<file path="config.mk">
export PLATFORM = sky130hd
export DESIGN_NAME = segment_to_char_decoder_flat
export DESIGN_NICKNAME = d
export VERILOG_FILES = /design/src/rtl/seg_dec_pkg.sv /design/src/rtl/segment_to_char_decoder_if.sv /design/src/rtl/seg_hello_checker.sv /design/src/rtl/segment_to_char_decoder.sv /design/src/flat_wrapper.sv
export SDC_FILE = /design/constraint.sdc
export NUM_CORES = 1
export LEC_CHECK = 0
export BUFFER_PORTS_ARGS = -buffer_cell sky130_fd_sc_hd__buf_2
export CAP_MARGIN = 15
export CORE_MARGIN = 5
export CORE_UTILIZATION = 40
export DETAILED_ROUTE_END_ITERATION = 8
export SETUP_SLACK_MARGIN = 0.5
export SYNTH_ARGS = -nofsm -noshare
export SYNTH_HDL_FRONTEND = slang
export SYNTH_SLANG_ARGS = --single-unit
</file>
<file path="constraint.sdc">
create_clock -name i_Clk -period 2 [get_ports i_Clk]
set_clock_uncertainty 0.2 [all_clocks]
set_input_delay 0.3 -clock i_Clk [delete_from_list [all_inputs] [get_ports i_Clk]]
set_output_delay 0.3 -clock i_Clk [all_outputs]
set_load 0.05 [all_outputs]
</file>
<file path="src/rtl/seg_dec_pkg.sv">
// rtl/seg_dec_pkg.sv - segment patterns, ASCII codes, checker states and the pattern decoder
package seg_dec_pkg;

    // Active-high {A,B,C,D,E,F,G}
    localparam logic [6:0] SEG_BLANK = 7'b0000000;
    localparam logic [6:0] SEG_0     = 7'b1111110;
    localparam logic [6:0] SEG_1     = 7'b0110000;
    localparam logic [6:0] SEG_2     = 7'b1101101;
    localparam logic [6:0] SEG_3     = 7'b1111001;
    localparam logic [6:0] SEG_4     = 7'b0110011;
    localparam logic [6:0] SEG_5     = 7'b1011011;
    localparam logic [6:0] SEG_6     = 7'b1011111;
    localparam logic [6:0] SEG_7     = 7'b1110000;
    localparam logic [6:0] SEG_8     = 7'b1111111;
    localparam logic [6:0] SEG_9     = 7'b1111011;
    localparam logic [6:0] SEG_A     = 7'b1110111;
    localparam logic [6:0] SEG_B     = 7'b0011111;
    localparam logic [6:0] SEG_C     = 7'b1001110;
    localparam logic [6:0] SEG_D     = 7'b0111101;
    localparam logic [6:0] SEG_E     = 7'b1001111;
    localparam logic [6:0] SEG_F     = 7'b1000111;
    localparam logic [6:0] SEG_H     = 7'b0110111;
    localparam logic [6:0] SEG_L     = 7'b0001110;

    localparam logic [7:0] ASCII_H       = 8'h48;
    localparam logic [7:0] ASCII_E       = 8'h45;
    localparam logic [7:0] ASCII_L       = 8'h4C;
    localparam logic [7:0] ASCII_O       = 8'h4F;
    localparam logic [7:0] ASCII_ZERO    = 8'h30;
    localparam logic [7:0] ASCII_BLANK   = 8'h00;
    localparam logic [7:0] ASCII_UNKNOWN = 8'h3F;

    localparam int CHK_STATE_W = 3;
    typedef logic [CHK_STATE_W-1:0] chk_state_t;
    localparam chk_state_t EXP_H     = 3'd0;
    localparam chk_state_t EXP_E     = 3'd1;
    localparam chk_state_t EXP_L     = 3'd2;
    localparam chk_state_t EXP_O     = 3'd3;
    localparam chk_state_t EXP_BLANK = 3'd4;

    typedef struct packed {
        logic       known;
        logic [7:0] code;
    } seg_char_t;

    function automatic seg_char_t seg_decode(input logic [6:0] pat, input logic [7:0] zero_char);
        seg_char_t r;
        r.known = 1'b1;
        r.code  = ASCII_UNKNOWN;
        case (pat)
            SEG_BLANK: r.code = ASCII_BLANK;
            SEG_0:     r.code = zero_char;
            SEG_1:     r.code = 8'h31;
            SEG_2:     r.code = 8'h32;
            SEG_3:     r.code = 8'h33;
            SEG_4:     r.code = 8'h34;
            SEG_5:     r.code = 8'h35;
            SEG_6:     r.code = 8'h36;
            SEG_7:     r.code = 8'h37;
            SEG_8:     r.code = 8'h38;
            SEG_9:     r.code = 8'h39;
            SEG_A:     r.code = 8'h41;
            SEG_B:     r.code = 8'h42;
            SEG_C:     r.code = 8'h43;
            SEG_D:     r.code = 8'h44;
            SEG_E:     r.code = ASCII_E;
            SEG_F:     r.code = 8'h46;
            SEG_H:     r.code = ASCII_H;
            SEG_L:     r.code = ASCII_L;
            default:   r.known = 1'b0;
        endcase
        return r;
    endfunction

endpackage

</file>
<file path="src/rtl/segment_to_char_decoder_if.sv">
// rtl/segment_to_char_decoder_if.sv - segment lines toward the display and recovered-character outputs
interface segment_to_char_decoder_if;
    logic       i_Segment_A;
    logic       i_Segment_B;
    logic       i_Segment_C;
    logic       i_Segment_D;
    logic       i_Segment_E;
    logic       i_Segment_F;
    logic       i_Segment_G;
    logic [7:0] o_Char;
    logic       o_Valid;
    logic       o_Unknown;
    logic       o_Seq_Done;
    logic       o_Seq_Err;

    modport master (
        output i_Segment_A, i_Segment_B, i_Segment_C, i_Segment_D,
               i_Segment_E, i_Segment_F, i_Segment_G,
        input  o_Char, o_Valid, o_Unknown, o_Seq_Done, o_Seq_Err
    );

    modport slave (
        input  i_Segment_A, i_Segment_B, i_Segment_C, i_Segment_D,
               i_Segment_E, i_Segment_F, i_Segment_G,
        output o_Char, o_Valid, o_Unknown, o_Seq_Done, o_Seq_Err
    );
endinterface

</file>
<file path="src/rtl/seg_hello_checker.sv">
// rtl/seg_hello_checker.sv - HELLO sequence checker on decoded characters, built only with SEG_DEC_HELLO_CHECK_EN
module seg_hello_checker
    import seg_dec_pkg::*;
(
    input  logic       i_Clk,
    input  logic       i_Rst_L,
    input  logic       i_Valid,
    input  logic [7:0] i_Char,
    output logic       o_Seq_Done,
    output logic       o_Seq_Err
);

`ifdef SEG_DEC_HELLO_CHECK_EN
    chk_state_t state;
    chk_state_t state_nxt;
    logic       hit;
    logic       done_nxt;
    logic       err_nxt;

    always_comb begin
        case (state)
            EXP_H:     hit = (i_Char == ASCII_H);
            EXP_E:     hit = (i_Char == ASCII_E);
            EXP_L:     hit = (i_Char == ASCII_L);
            EXP_O:     hit = (i_Char == ASCII_O) || (i_Char == ASCII_ZERO);
            EXP_BLANK: hit = (i_Char == ASCII_BLANK);
            default:   hit = 1'b0;
        endcase
    end

    always_comb begin
        state_nxt = state;
        done_nxt  = 1'b0;
        err_nxt   = 1'b0;
        if (state > EXP_BLANK) begin
            state_nxt = EXP_H;
        end else if (i_Valid) begin
            if (hit) begin
                done_nxt  = (state == EXP_BLANK);
                state_nxt = (state == EXP_BLANK) ? EXP_H : state + chk_state_t'(1);
            end else if (!(state == EXP_H && i_Char == ASCII_BLANK)) begin
                // A stray 'H' already starts the next word
                err_nxt   = 1'b1;
                state_nxt = (i_Char == ASCII_H) ? EXP_E : EXP_H;
            end
        end
    end

    always_ff @(posedge i_Clk or negedge i_Rst_L) begin
        if (!i_Rst_L) begin
            state      <= EXP_H;
            o_Seq_Done <= 1'b0;
            o_Seq_Err  <= 1'b0;
        end else begin
            state      <= state_nxt;
            o_Seq_Done <= done_nxt;
            o_Seq_Err  <= err_nxt;
        end
    end
`else
    logic unused_inputs;
    assign unused_inputs = &{i_Clk, i_Rst_L, i_Valid, i_Char};
    assign o_Seq_Done    = 1'b0;
    assign o_Seq_Err     = 1'b0;
`endif

endmodule

</file>
<file path="src/rtl/segment_to_char_decoder.sv">
// rtl/segment_to_char_decoder.sv - resync, deglitch and decode the 7-segment bus to ASCII; SEG_DEC_HELLO_CHECK_EN adds the sequence checker
module segment_to_char_decoder
    import seg_dec_pkg::*;
#(
    parameter int         STABLE_CYCLES = 16,
    parameter bit         ACTIVE_LOW    = 1'b1,
    parameter logic [7:0] ZERO_CHAR     = 8'h4F
) (
    input  logic                      i_Clk,
    input  logic                      i_Rst_L,
    segment_to_char_decoder_if.slave  bus
);

    localparam int             CNT_W     = (STABLE_CYCLES > 1) ? $clog2(STABLE_CYCLES) : 1;
    localparam logic [CNT_W-1:0] CNT_MAX = CNT_W'(STABLE_CYCLES - 1);
    localparam logic [6:0]     IDLE_PINS = ACTIVE_LOW ? 7'h7F : 7'h00;

    logic [6:0]       pins;
    logic [6:0]       sync1;
    logic [6:0]       sync2;
    logic [6:0]       pattern;
    logic [6:0]       candidate;
    logic [6:0]       committed;
    logic [CNT_W-1:0] count;
    logic             commit;
    seg_char_t        dec;
    logic [7:0]       char_q;
    logic             valid_q;
    logic             unknown_q;
    logic             seq_done;
    logic             seq_err;

    assign pins = {bus.i_Segment_A, bus.i_Segment_B, bus.i_Segment_C, bus.i_Segment_D,
                   bus.i_Segment_E, bus.i_Segment_F, bus.i_Segment_G};

    // Resets to the idle pin level so a blank display looks unchanged across reset
    always_ff @(posedge i_Clk or negedge i_Rst_L) begin
        if (!i_Rst_L) begin
            sync1 <= IDLE_PINS;
            sync2 <= IDLE_PINS;
        end else begin
            sync1 <= pins;
            sync2 <= sync1;
        end
    end

    assign pattern = ACTIVE_LOW ? ~sync2 : sync2;

    always_ff @(posedge i_Clk or negedge i_Rst_L) begin
        if (!i_Rst_L) begin
            candidate <= 7'b0;
            count     <= '0;
        end else if (pattern != candidate) begin
            candidate <= pattern;
            count     <= '0;
        end else if (count != CNT_MAX) begin
            count     <= count + CNT_W'(1);
        end
    end

    assign commit = (count == CNT_MAX) && (candidate != committed);
    assign dec    = seg_decode(candidate, ZERO_CHAR);

    always_ff @(posedge i_Clk or negedge i_Rst_L) begin
        if (!i_Rst_L) begin
            committed <= 7'b0;
            char_q    <= 8'h00;
            valid_q   <= 1'b0;
            unknown_q <= 1'b0;
        end else begin
            valid_q <= commit;
            if (commit) begin
                committed <= candidate;
                char_q    <= dec.code;
                unknown_q <= ~dec.known;
            end
        end
    end

    seg_hello_checker u_checker (
        .i_Clk      (i_Clk),
        .i_Rst_L    (i_Rst_L),
        .i_Valid    (valid_q),
        .i_Char     (char_q),
        .o_Seq_Done (seq_done),
        .o_Seq_Err  (seq_err)
    );

    assign bus.o_Char     = char_q;
    assign bus.o_Valid    = valid_q;
    assign bus.o_Unknown  = unknown_q;
    assign bus.o_Seq_Done = seq_done;
    assign bus.o_Seq_Err  = seq_err;

endmodule

</file>
<file path="src/flat_wrapper.sv">
// flat-port wrapper written by rule: the top's interface ports become plain ports
module segment_to_char_decoder_flat import seg_dec_pkg::*;
#(
    parameter int         STABLE_CYCLES = 16,
    parameter bit         ACTIVE_LOW    = 1'b1,
    parameter logic [7:0] ZERO_CHAR     = 8'h4F
)
  (i_Clk, i_Rst_L, bus_i_Segment_A, bus_i_Segment_B, bus_i_Segment_C, bus_i_Segment_D, bus_i_Segment_E, bus_i_Segment_F, bus_i_Segment_G, bus_o_Char, bus_o_Valid, bus_o_Unknown, bus_o_Seq_Done, bus_o_Seq_Err);
  segment_to_char_decoder_if bus_i ();
  input  logic i_Clk;
  input  logic i_Rst_L;
  input wire logic [$bits(bus_i.i_Segment_A)-1:0] bus_i_Segment_A;
  input wire logic [$bits(bus_i.i_Segment_B)-1:0] bus_i_Segment_B;
  input wire logic [$bits(bus_i.i_Segment_C)-1:0] bus_i_Segment_C;
  input wire logic [$bits(bus_i.i_Segment_D)-1:0] bus_i_Segment_D;
  input wire logic [$bits(bus_i.i_Segment_E)-1:0] bus_i_Segment_E;
  input wire logic [$bits(bus_i.i_Segment_F)-1:0] bus_i_Segment_F;
  input wire logic [$bits(bus_i.i_Segment_G)-1:0] bus_i_Segment_G;
  output wire logic [$bits(bus_i.o_Char)-1:0] bus_o_Char;
  output wire logic [$bits(bus_i.o_Valid)-1:0] bus_o_Valid;
  output wire logic [$bits(bus_i.o_Unknown)-1:0] bus_o_Unknown;
  output wire logic [$bits(bus_i.o_Seq_Done)-1:0] bus_o_Seq_Done;
  output wire logic [$bits(bus_i.o_Seq_Err)-1:0] bus_o_Seq_Err;
  assign bus_i.i_Segment_A = bus_i_Segment_A;
  assign bus_i.i_Segment_B = bus_i_Segment_B;
  assign bus_i.i_Segment_C = bus_i_Segment_C;
  assign bus_i.i_Segment_D = bus_i_Segment_D;
  assign bus_i.i_Segment_E = bus_i_Segment_E;
  assign bus_i.i_Segment_F = bus_i_Segment_F;
  assign bus_i.i_Segment_G = bus_i_Segment_G;
  assign bus_o_Char = bus_i.o_Char;
  assign bus_o_Valid = bus_i.o_Valid;
  assign bus_o_Unknown = bus_i.o_Unknown;
  assign bus_o_Seq_Done = bus_i.o_Seq_Done;
  assign bus_o_Seq_Err = bus_i.o_Seq_Err;
  segment_to_char_decoder #(.STABLE_CYCLES(STABLE_CYCLES), .ACTIVE_LOW(ACTIVE_LOW), .ZERO_CHAR(ZERO_CHAR)) u_core (.i_Clk(i_Clk), .i_Rst_L(i_Rst_L), .bus(bus_i));
endmodule
</file>
Yosys cells after proc, flatten, opt, wreduce, memory -nomap -nowiden --
Cells that the tools add are included.
Word-level totals: input port bits 9, latch bits 0, logic and storage cells 41, memories 0, register bits 42, memory bits (read-only) 0, memory bits (writable) 0, output and inout bits 12
Operators by class: eq/ne operators 22, order comparisons 0, reduce and logical (&&, ||, !) cells 4, $add $sub $neg 1, $mul 0, divide/modulo/power cells 0, shifts and indexed selects 0, bitwise logic cells 2, mux-type cells 4
Operator list (count):
- 7-bit one-hot mux with 19 select lines | 1
- 7-bit equality test (second input constant) | 12
- 7-bit by 6-bit equality test with 1-bit output (second input constant) | 4
- 19-bit OR reduction | 1
- 7-bit != test | 2
- 4-bit two-way mux | 2
- 7-bit by 4-bit equality test with 1-bit output (second input constant) | 1
- 7-bit by 5-bit equality test with 1-bit output (second input constant) | 1
- 7-bit logical NOT | 1
- 7-bit NOT | 1
- 4-bit by 1-bit adder with 4-bit output (second input constant) | 1
- 4-bit equality test (second input constant) | 1
- 4-bit != test (second input constant) | 1
- 2-bit nonzero test | 1
- 1-bit logical AND | 1
- 1-bit two-way mux | 1
- 1-bit NOT | 1

Logic depth before layout (Yosys ltp) --
Gate-level depths: netlist (run 1).
depth in word-level cells 4, mapped depth 7, depth with buffers taken out 5

Hierarchy --
Synthesis (run 1) repeated with hierarchy kept, for this count alone.
Second synthesis, totals: cells, all modules 171, area, all modules 1908.1 um^2
Modules (own cells, without submodules):
- segment_to_char_decoder | area an instance 1889.3 um^2, seq. area each 1018.5 um^2, instances 1, cells each 168
- seg_hello_checker | area an instance 18.8 um^2, seq. area each 0.0 um^2, instances 1, cells each 3

Worst setup path before layout (run 1) --
No wires, ideal clock.
path type register to register, from register u_core.candidate[3], to register u_core.char_q[1], in the netlist u_core.bus.o_Char[1], period minus slack after synthesis 1876 ps, cell stages (with the launch flop) 7, slack 124 ps, library setup time 141 ps, required time 1659 ps, path buffers 1, arrival time 1535 ps, path through dfrtp_1 > buf_6 > or4b_4 > a211oi_2 > nor2_1 > nand4_2 > a41oi_1
Between the ends: longest elaborated chain between the ends 2, elaborated cells on any way between the ends 22, those cells by class eq/ne (19); mux (1); reduce/logical (2)
RTL lines:
- from (decl) | RTL line segment_to_char_decoder.sv:22 | logic [6:0] candidate;
- from (signal assigned) | RTL line segment_to_char_decoder.sv:54 | candidate <= pattern;
- 7-bit by 4-bit equality test with 1-bit output, or another cell as far along | RTL line seg_dec_pkg.sv:50 | case (pat)
- 7-bit one-hot mux with 19 select lines or 1-bit logical AND (tied branches) | RTL line seg_dec_pkg.sv:50, segment_to_char_decoder.sv:61
- to (signal assigned) | RTL line segment_to_char_decoder.sv:74 | char_q <= dec.code;
- to (decl) | RTL line segment_to_char_decoder.sv:27 | logic [7:0] char_q;
Parallel ways exist; a longest one is shown, timed or not. A chain may end at the register's enable or synchronous reset.

Worst setup path in the final report (run 1) --
from register u_core.candidate[0], to register u_core.char_q[1], in the netlist u_core.bus.o_Char[1]
Same word-level chain as after synthesis.

==> results of run 1 <==
-- power by group --
| group | switching, W | internal (W) | leakage (nW) |
|---|---|---|---|
| logic | 0.000103 | 0.0000882 | 0.611 |
| registers | 0.0000234 | 0.000843 | 0.489 |
| clock network | 0.000279 | 0.000408 | 0.0614 |
| total | 0.000405 | 0.00134 | 1.16 |
-- sequential cells by signal (all words and copies together) (netlist names) --
name,flops
u_core.committed,7
u_core.bus.o_Valid,1
u_core.sync2,7
u_core.bus.o_Unknown,1
u_core.count,4
u_core.candidate,7
u_core.sync1,7
u_core.bus.o_Char,6
-- worst max path at each step --
stage | startpoint | to | depth (start not counted)
6_report | u_core.candidate[0] | u_core.bus.o_Char[1] | 6
3_3_place_gp | u_core.candidate[4] | u_core.bus.o_Char[0] | 6
5_1_grt | u_core.candidate[0] | u_core.bus.o_Char[1] | 6
4_1_cts | u_core.candidate[0] | u_core.bus.o_Char[1] | 6
2_1_floorplan | u_core.candidate[3] | u_core.bus.o_Char[1] | 6
3_5_place_dp | u_core.candidate[0] | u_core.bus.o_Char[1] | 5
-- repair_timing --
action | 4_1_cts | 5_1_grt
pin swaps | 9 | 6
gates resized for setup | 18 | 12
setup endpoints to repair | 16 | 18
hold endpoints to repair | 33 | 0
buffers inserted | 13 | 3
hold buffers | 8 | 0
-- synthesized netlist by cell type, types with 2 or more instances --
library cell               count
sky130_fd_sc_hd__nand2b_1      2
sky130_fd_sc_hd__xnor2_1       9
sky130_fd_sc_hd__a41oi_1       2
sky130_fd_sc_hd__a31oi_1       6
sky130_fd_sc_hd__o21ai_0       6
sky130_fd_sc_hd__nand3_1       5
sky130_fd_sc_hd__nand2_1      11
sky130_fd_sc_hd__dfrtp_1      26
sky130_fd_sc_hd__clkbuf_1      2
sky130_fd_sc_hd__nand4_1       3
sky130_fd_sc_hd__a211oi_1      2
sky130_fd_sc_hd__dfstp_2      14
sky130_fd_sc_hd__nor2_1       12
sky130_fd_sc_hd__nor4_1        5
sky130_fd_sc_hd__o32ai_1       2
sky130_fd_sc_hd__nor3b_1       2
sky130_fd_sc_hd__xor2_1        8
sky130_fd_sc_hd__a21oi_1       4
sky130_fd_sc_hd__nor3_1        6
sky130_fd_sc_hd__inv_1        12
sky130_fd_sc_hd__mux2i_1       2
sky130_fd_sc_hd__buf_4         6
sky130_fd_sc_hd__mux2_2        4
sky130_fd_sc_hd__buf_2         7
-- cell families after synthesis --
group / synth area share (%)
adder cells (fa/ha/maj): 0.650
multiplexers: 3.38
XOR/XNOR: 7.73
buffers and inverters: 7.47
AO/OA/AOI/OAI: 11.1
other: 0.195
flip-flops: 52.9
AND/OR/NAND/NOR: 16.6
-- per-layer routing --
metal,vias up,GRT usage [%]
li1,726,-
met4,0,4.47
met3,5,3.50
met5,-,0
met2,41,22.5
met1,724,18.0
-- layout make-up --
| cell class | count | area [sq um] |
|---|---|---|
| clock inverters | 2 | 38.8 |
| multi-input cells | 114 | 892 |
| well taps | 54 | 67.6 |
| flip-flops and latches | 40 | 1020 |
| fillers | 423 | 2080 |
| repair buffers | 59 | 458 |
| inverters | 12 | 45.0 |
| clock buffers | 6 | 82.6 |
-- per-stage QoR --
step                power, W  utilization, %  worst slack [ns]
floorplan           0.000969               -             0.173
global placement     0.00102            45.8            0.0396
detailed placement   0.00102            45.8            0.0199
CTS                  0.00175            53.8            0.0793
global route         0.00183            55.6           -0.0283
finish               0.00174            55.6            0.0785
-- layout by cell type (no fill, tap or decap), drive strengths merged, types with 2 or more instances in the layout --
cell type,count
a31oi,6
xnor2,9
nand4,4
dlygate4sd3,8
mux2i,2
nor3b,2
nor4,5
nand3,5
nand2,11
or2,2
inv,12
a41oi,3
nor3,7
buf,51
dfrtp,26
clkbuf,6
or4b,2
mux2,4
conb,3
nor2,12
a211oi,3
o21ai,7
a21oi,4
nand2b,2
dfstp,14
o32ai,2
xor2,8
==> impl_summary.md, run 1 <==
Run status
The run finished with clean final reports.

Synthesis
The sequential-to-total area share from yosys stat is 52.9%. Dividing the synthesized area by the synthesized cell count gives 10.7 sq um. For this run, asynchronously set or reset flops after synthesis account for 100%. The count of flip-flops with a built-in enable after synthesis is 0.

Synthesis instantiated 46 different standard cells from the library. The area fraction of the dominant cell type after synthesis is 33.8%. In the synthesized netlist the dominant register cell turns out to be sky130_fd_sc_hd__dfrtp_1. The cell count after synthesis came out at 180. The flip-flop and latch count after synthesis is 40. Of all cell types, the one taking the most synthesized area is sky130_fd_sc_hd__dfrtp_1. Sorting the synthesized cells by area gives the leading types as sky130_fd_sc_hd__dfrtp_1, sky130_fd_sc_hd__dfstp_2, sky130_fd_sc_hd__xnor2_1.

The cell area after technology mapping is 1930 sq um. The number of warning messages in the yosys log is 0.

Worst setup path
The category of the worst setup path launch point is a flip-flop. On the worst path, the slowest cell contributes a delay of 0.51 ns. The worst setup path category is reg -> reg.

Data on the critical path arrives at its endpoint at 1.88 ns. Among all stages on the critical path, the largest delay is contributed by sky130_fd_sc_hd__or4_4. The worst register-to-register path ends at u_core.bus.o_Char[1]. The register-to-register setup slack is 0.08 ns. The required arrival time at the worst endpoint is 1.96 ns. Traced cell by cell, the critical path runs through buf_12 > or4_4 > a211oi_2 > a21oi_2 > nand4_2 > a41oi_1.

The number of cells on the worst reg-to-reg path is 6. The startpoint of the most critical register-to-register path is u_core.candidate[0]. The count of buffering cells on the critical path with inverters included is 1.

The sort of element at the end of the critical path is a flip-flop. Along the worst path, the maximum fanout reaches 5. The cell class contributing the biggest share of worst-path delay is simple AND/OR/NAND/NOR gates.

Die
For this configuration, the core starts out at a cell density of 41.0%. From bottom edge to top edge, the die measures 79.4 um. The row count is 25.

The core region is 4690 sq um. Pin placement for this block handled 21 I/O pins. The die covers 6300 sq um. The die extent in x is 79.4 um.

Routing
The met2 wire length is 2060 um. Dividing the detail-routed via count by the number of cells gives 5.21. The detailed router's first-iteration violation count is 73. The detailed-route via count is 1496. In the final routed layout, each cell accounts on average for 14.2 um.

The DRC violation count after routing is 0. The detailed-route wire length on metal 1 is 1820 um. The number of antenna-violating nets in the routed design is 0.

The length of the first detailed-routing pass in iterations is 4. For this block, the routed nets add up to 4080 um of wire. In this run the top signal layer used is met4. The routed design uses 168 um of met3 wire.

STA
The number of hold violations in the final report is 0. In the final timing run, aggregate negative setup slack is 0 ns. The maximum clock frequency is 520 MHz. The count of endpoints failing setup in the final report is 0. Setup repair after global routing could not meet its margin everywhere. The clock period minus worst slack is 1.92 ns. The total count of max-transition violations in the final report is 0. The final hold slack is 0.157 ns. The ratio of final minimum period to clock period is 96.1%.

Min path
Counting instances, the worst hold path has a depth of 0. The class of the worst hold path is reg -> reg. For hold timing, the worst endpoint is u_core.sync2[3]. The launch point of the worst hold path is u_core.sync1[3].

Job
Across the run, the number of max-cap violations was 0.

Placed design
Buffers placed on the I/O ports in this run total 17. The wire-length estimate of the detail-placed layout is 2680 um. The post-place instance area is 2150 sq um. The last weighted congestion value of the routability-driven placer is 0.811. After detailed placement, the design holds a cell count of 255.

Layout
The number of nets in the finished design is 242. The number of antenna diodes in the final layout is 0. Cells with a size suffix above 1 make up 44.6% of the layout.

The post-route cell area is 2610 sq um. The number of non-filler instances in the completed layout is 287. From synthesis to final layout, the design area changed by 35.5%.

Power
Power spread over the standard cell area amounts to 669 nW/um^2. For this design the static power due to leakage is 1.16 nW. Across the VDD grid, the largest voltage drop is 0.504 mV.

Clock tree
The clock latency at the later pin of the worst-skew pair is 0.29 ns. The H-tree generated during clock tree synthesis spans 2 levels. The number of clock buffers inserted by TritonCTS is 5. After clock tree synthesis, the clock-pin slew on the worst setup and hold paths is 0.08 ns. Counting every sink on the clock net gives 40. The TritonCTS clock tree is yes. The clock root buffer master is sky130_fd_sc_hd__clkbuf_8. The clock passes through at most 2 buffers.

GRT
The first global-routing pass estimated 6920 um of wire. The via count of the first global-routing pass was 1466. The initial antenna violation count came to 0.

Entering global routing, the biggest net connects 41 pins. The aggregate global-route resource usage is 13.8%. The total congestion overflow after global routing is 0.
No activity file was read; power rests on OpenSTA's default activity.
==> run 2, diff against run 1 <==
--- a/config.mk
+++ b/config.mk
@@ -7,10 +7,12 @@
 export LEC_CHECK = 0
 export BUFFER_PORTS_ARGS = -buffer_cell sky130_fd_sc_hd__buf_2
 export CAP_MARGIN = 15
+export CORE_ASPECT_RATIO = 0.75
 export CORE_MARGIN = 5
 export CORE_UTILIZATION = 40
 export DETAILED_ROUTE_END_ITERATION = 8
 export SETUP_SLACK_MARGIN = 0.5
 export SYNTH_ARGS = -nofsm -noshare
 export SYNTH_HDL_FRONTEND = slang
+export SYNTH_HIERARCHICAL = 1
 export SYNTH_SLANG_ARGS = --single-unit
==> run 2 against run 1 <==
The flow now finishes with violations (negative setup slack). Sequential power hardly changed. Final area increased by 1.5%. Final cell count unchanged. Via count is 1.8% lower. Global-route usage shrank 0.085 points. Setup slack got worse by 0.15 ns. Utilization is 2.7 points higher. First-iteration DRC count rose by 77%. Critical path type unchanged. Largest power group unchanged. Highest routed layer unchanged.
==> impl_summary.md, run 2 <==
Synthesis
The number of warning messages in the yosys log is 6 (+6). The distinct cell type count after synthesis is 44 (-4.3%). The average cell area after synthesis came to 11.2 sq um (+4.3%).

The cell area after technology mapping is 1910 sq um (-0.91%). The most frequently used flop master after synthesis is sky130_fd_sc_hd__dfrtp_1. The share of async-settable or async-resettable flops after synthesis was 100% (unchanged). The sequential-to-total area share from yosys stat came to 53.4% (+0.49 points). The largest total area in the synthesized netlist belongs to sky130_fd_sc_hd__dfrtp_1.

The count of flip-flops with a built-in enable after synthesis is 0 (unchanged). The area fraction of the dominant cell type after synthesis is 34.1% (+0.31 points). Yosys attributes the largest share of cell area to sky130_fd_sc_hd__dfrtp_1, sky130_fd_sc_hd__dfstp_2, sky130_fd_sc_hd__mux2_2. In the post-synthesis netlist, the cell with the most instances is sky130_fd_sc_hd__dfrtp_1. By count the netlist is led by sky130_fd_sc_hd__dfrtp_1, sky130_fd_sc_hd__dfstp_2, sky130_fd_sc_hd__nor2_1.

The synthesized netlist cell count is 171 (-5.0%). The flip-flop and latch count after synthesis was 40 (unchanged).

Power
The clock network fraction of design power came to 37.3% (-2.1 points). The leakage power summed over all cells is 1.20 nW (+3.2%). The worst voltage drop across the vdd grid came to 0.530 mV (+5.2%). The switching share of power is 23.6% (+0.41 points). The cell-internal power came to 0.00130 W (-3.2%). The net switching power is 0.000402 W (-0.90%). The portion of total power attributed to combinational logic is 11.8% (+0.9 points).

The sequential power share is 50.9% (+1.2 points). The power density over the cells is 641 nW/um^2 (-4.1%).

Layout
The area added between synthesis and finish is 38.8%. The share of the core filled with cells in the final layout is 58.3% (+2.7 points). The proportion of layout cells with a drive suffix above 1 came to 48.7% (+4.1 points). The count of inserted antenna diode cells is 0 (unchanged). The library cells used most frequently in the layout, excluding fill and tap cells, are sky130_fd_sc_hd__buf_4, sky130_fd_sc_hd__dfrtp_1, sky130_fd_sc_hd__buf_2.

The number of nets in the finished design is 239 (-1.2%). The most frequent standard cell in the layout excluding fill and tap cells is sky130_fd_sc_hd__buf_4. The number of non-filler instances in the completed layout is 287 (unchanged).

Die
The chip height came to 69.8 um (-12%). The total I/O pin count is 21 (unchanged). The placeable core region is 4550 sq um (-3.1%).

The area of the die is 6270 sq um (-0.56%). The die extent in x was 89.8 um (+13%). The effective utilization at floorplan is 42.0% (+0.94 points).

The row count is 21 (-16%).

Clock tree
The number of levels the H-tree was split into is 2 (unchanged). The number of clock buffers inserted by TritonCTS is 5 (unchanged). The sink count of the clock tree is 40 (unchanged). The tree is rooted in a sky130_fd_sc_hd__clkbuf_8. TritonCTS built the clock tree. The clock latency at the later pin of the worst-skew pair came to 0.29 ns (about the same). The maximum number of buffers from clock root to sink came to 2 (unchanged).

The clock slew seen by the registers of the worst setup and hold paths is 0.08 ns (about the same).

STA
The clock period minus worst slack is 2.07 ns (+0.151 ns). The ratio of final minimum period to clock period was 104% (+7.6 points). The total count of max-transition violations in the final report is 0 (unchanged). The count of endpoints failing setup in the final report is 6 (+6). The maximum clock frequency is 482 MHz (-7.3%). Setup repair after global routing could not meet its margin everywhere. The number of hold violations in the final report came to 0 (unchanged). The worst path setup slack after routing was -0.0726 ns (-0.151 ns).

Run status
The flow ran to the end, but the final reports show violations. The final reports fail on negative setup slack.

Worst setup path
The slowest cell on the critical path is sky130_fd_sc_hd__or4b_4. The data arrival at the endpoint of the critical path is 2.09 ns (+0.21 ns). The sort of element at the end of the critical path is a flip-flop.

The largest fanout on the critical path came to 6 (+1). The category of the worst setup path launch point is a flip-flop. The required arrival time at the worst endpoint is 2.02 ns (+0.06 ns). The worst setup path category is reg -> reg. The delay of the slowest cell on the worst path is 0.55 ns (+0.04 ns).

Walking the worst path, the cells encountered are and2_4 > and4_4 > nor3_4 > o2111ai_2 > or4b_4 > a41oi_2.

Placed design
The last weighted congestion value of the routability-driven placer is 0.874 (+7.8%). The half-perimeter wire length after placement is 2910 um (+8.8%). The worst slack after detailed placement is -0.172 ns (-0.192 ns).

The number of cells after detailed placement is 262 (+2.7%). The total of buffers placed on input and output ports came to 17 (unchanged).

Routing
The length of the first detailed-routing pass in iterations is 4 (unchanged). The number of antenna-violating nets in the routed design came to 0 (unchanged). The DRC violation count after routing is 0 (unchanged). The wire length per cell is 14.6 um (+2.9%). The detailed-route via count is 1469 (-1.8%). The via density per instance was 5.12 (-1.8%). The total wirelength of the detailed-routed design is 4190 um (+2.9%). The detailed router's first-iteration violation count is 129 (+77%).

GRT
The initial antenna violation count is 0 (unchanged). The met3 routing resource usage after global routing is 4.99% (+1.5 points). The routing usage on met1 came to 16.4% (-1.6 points).

The global-route wire length before repair is 6870 um (-0.79%). The met2 track utilization from global routing is 21.3% (-1.2 points). The pin count of the biggest net entering global routing is 22 (-46%). The total congestion overflow after global routing was 0 (unchanged).

The aggregate global-route resource usage is 13.7% (-0.085 points). The global routing stage identified its most utilized layer as met2. The via count of the first global-routing pass is 1490 (+1.6%).

Min path
In this run the worst hold path is classified as reg -> reg.

Job
The max-cap check violation count is 0 (unchanged).
-- run 2: changes by cell type in the layout (fill, tap and decap cells not counted), moves of 3 or more --
cell                      before  now
sky130_fd_sc_hd__a31oi_1       6    9
sky130_fd_sc_hd__buf_6         4    8
sky130_fd_sc_hd__inv_1        12    8
sky130_fd_sc_hd__mux2_2        4    9
sky130_fd_sc_hd__nand2_1      11    8
-- run 2: cell type report --
type                    count  area [sq um]
well taps                  57          71.3
clock buffers               7           108
inverters                   9          36.3
multi-input cells         109           876
repair buffers             64           526
fillers                   366          1900
clock inverters             1          8.76
flip-flops and latches     40          1020
-- run 2: cells by family after synthesis --
logic type	share of synthesized area, %
and+or+nand+nor	16.1
DFF	53.4
AOI/OAI and AO/OA	9.84
buffers and inverters	6.36
xor gates and xnor gates	6.89
muxes	6.36
other	0.394
adders and majority gates	0.656
-- run 2: worst max-delay path: cells and delay by family, from the launching register on --
kind,cells,cell delay (ns)
and+or+nand+nor,4,1.05
AOI/OAI and AO/OA,2,0.31
DFF,1,0.44
-- run 2: path summary, 6_finish.rpt --
check                                          from                   end  depth (start not counted)  slack [ns]
worst max-delay path            u_core/candidate[1]  u_core/bus.o_Char[2]                          6       -0.07
worst max register to register  u_core/candidate[1]  u_core/bus.o_Char[2]                          6       -0.07
min in group asynchronous                   i_Rst_L  u_core/bus.o_Char[1]                          2        0.29
max in group asynchronous                   i_Rst_L       u_core/sync1[1]                          3        0.76
worst min register to register      u_core/sync1[2]       u_core/sync2[2]                          0        0.16
worst min-delay path                u_core/sync1[2]       u_core/sync2[2]                          0        0.16
-- run 2: per-layer routing --
| metal | vias up | share of wire (%) |
|---|---|---|
| li1 | 703 | - |
| met1 | 712 | 43 |
| met2 | 41 | 50 |
| met3 | 13 | 4.8 |
| met4 | 0 | 2.6 |
| met5 | - | 0 |
-- run 2: timing repair --
action | in CTS | in global routing
endpoints found under the hold margin | 23 | 0
hold buffers | 8 | 0
cloned | 0 | 1
pin swaps | 8 | 7
setup endpoints to repair | 18 | 18
gates resized for setup | 12 | 19
setup buffers | 5 | 3
-- run 2: power by group through the flow --
stage	clock network, W	registers (W)	logic [W]
4_1_cts	0.000655	0.000861	0.000188
3_3_place_gp	0	0.000874	0.000163
3_5_place_dp	0	0.000875	0.000167
6_report	0.000634	0.000864	0.000200
2_1_floorplan	0	0.000866	0.000105
5_1_grt	0.000693	0.000867	0.000218
-- run 2: through the flow --
| stage | total power [W] | hold WS [ns] | setup TNS [ns] | instance area [sq um] |
|---|---|---|---|---|
| 6_report | 0.00170 | 0.158 | -0.342 | 2650 |
| 5_1_grt | 0.00178 | 0.162 | -0.914 | 2650 |
| 4_1_cts | 0.00170 | 0.159 | -0.316 | 2510 |
| 3_5_place_dp | 0.00104 | 0.0826 | -0.966 | 2230 |
| 3_3_place_gp | 0.00104 | 0.0742 | -0.290 | 2230 |
| 2_1_floorplan | 0.000971 | -0.196 | -0.225 | 1950 |
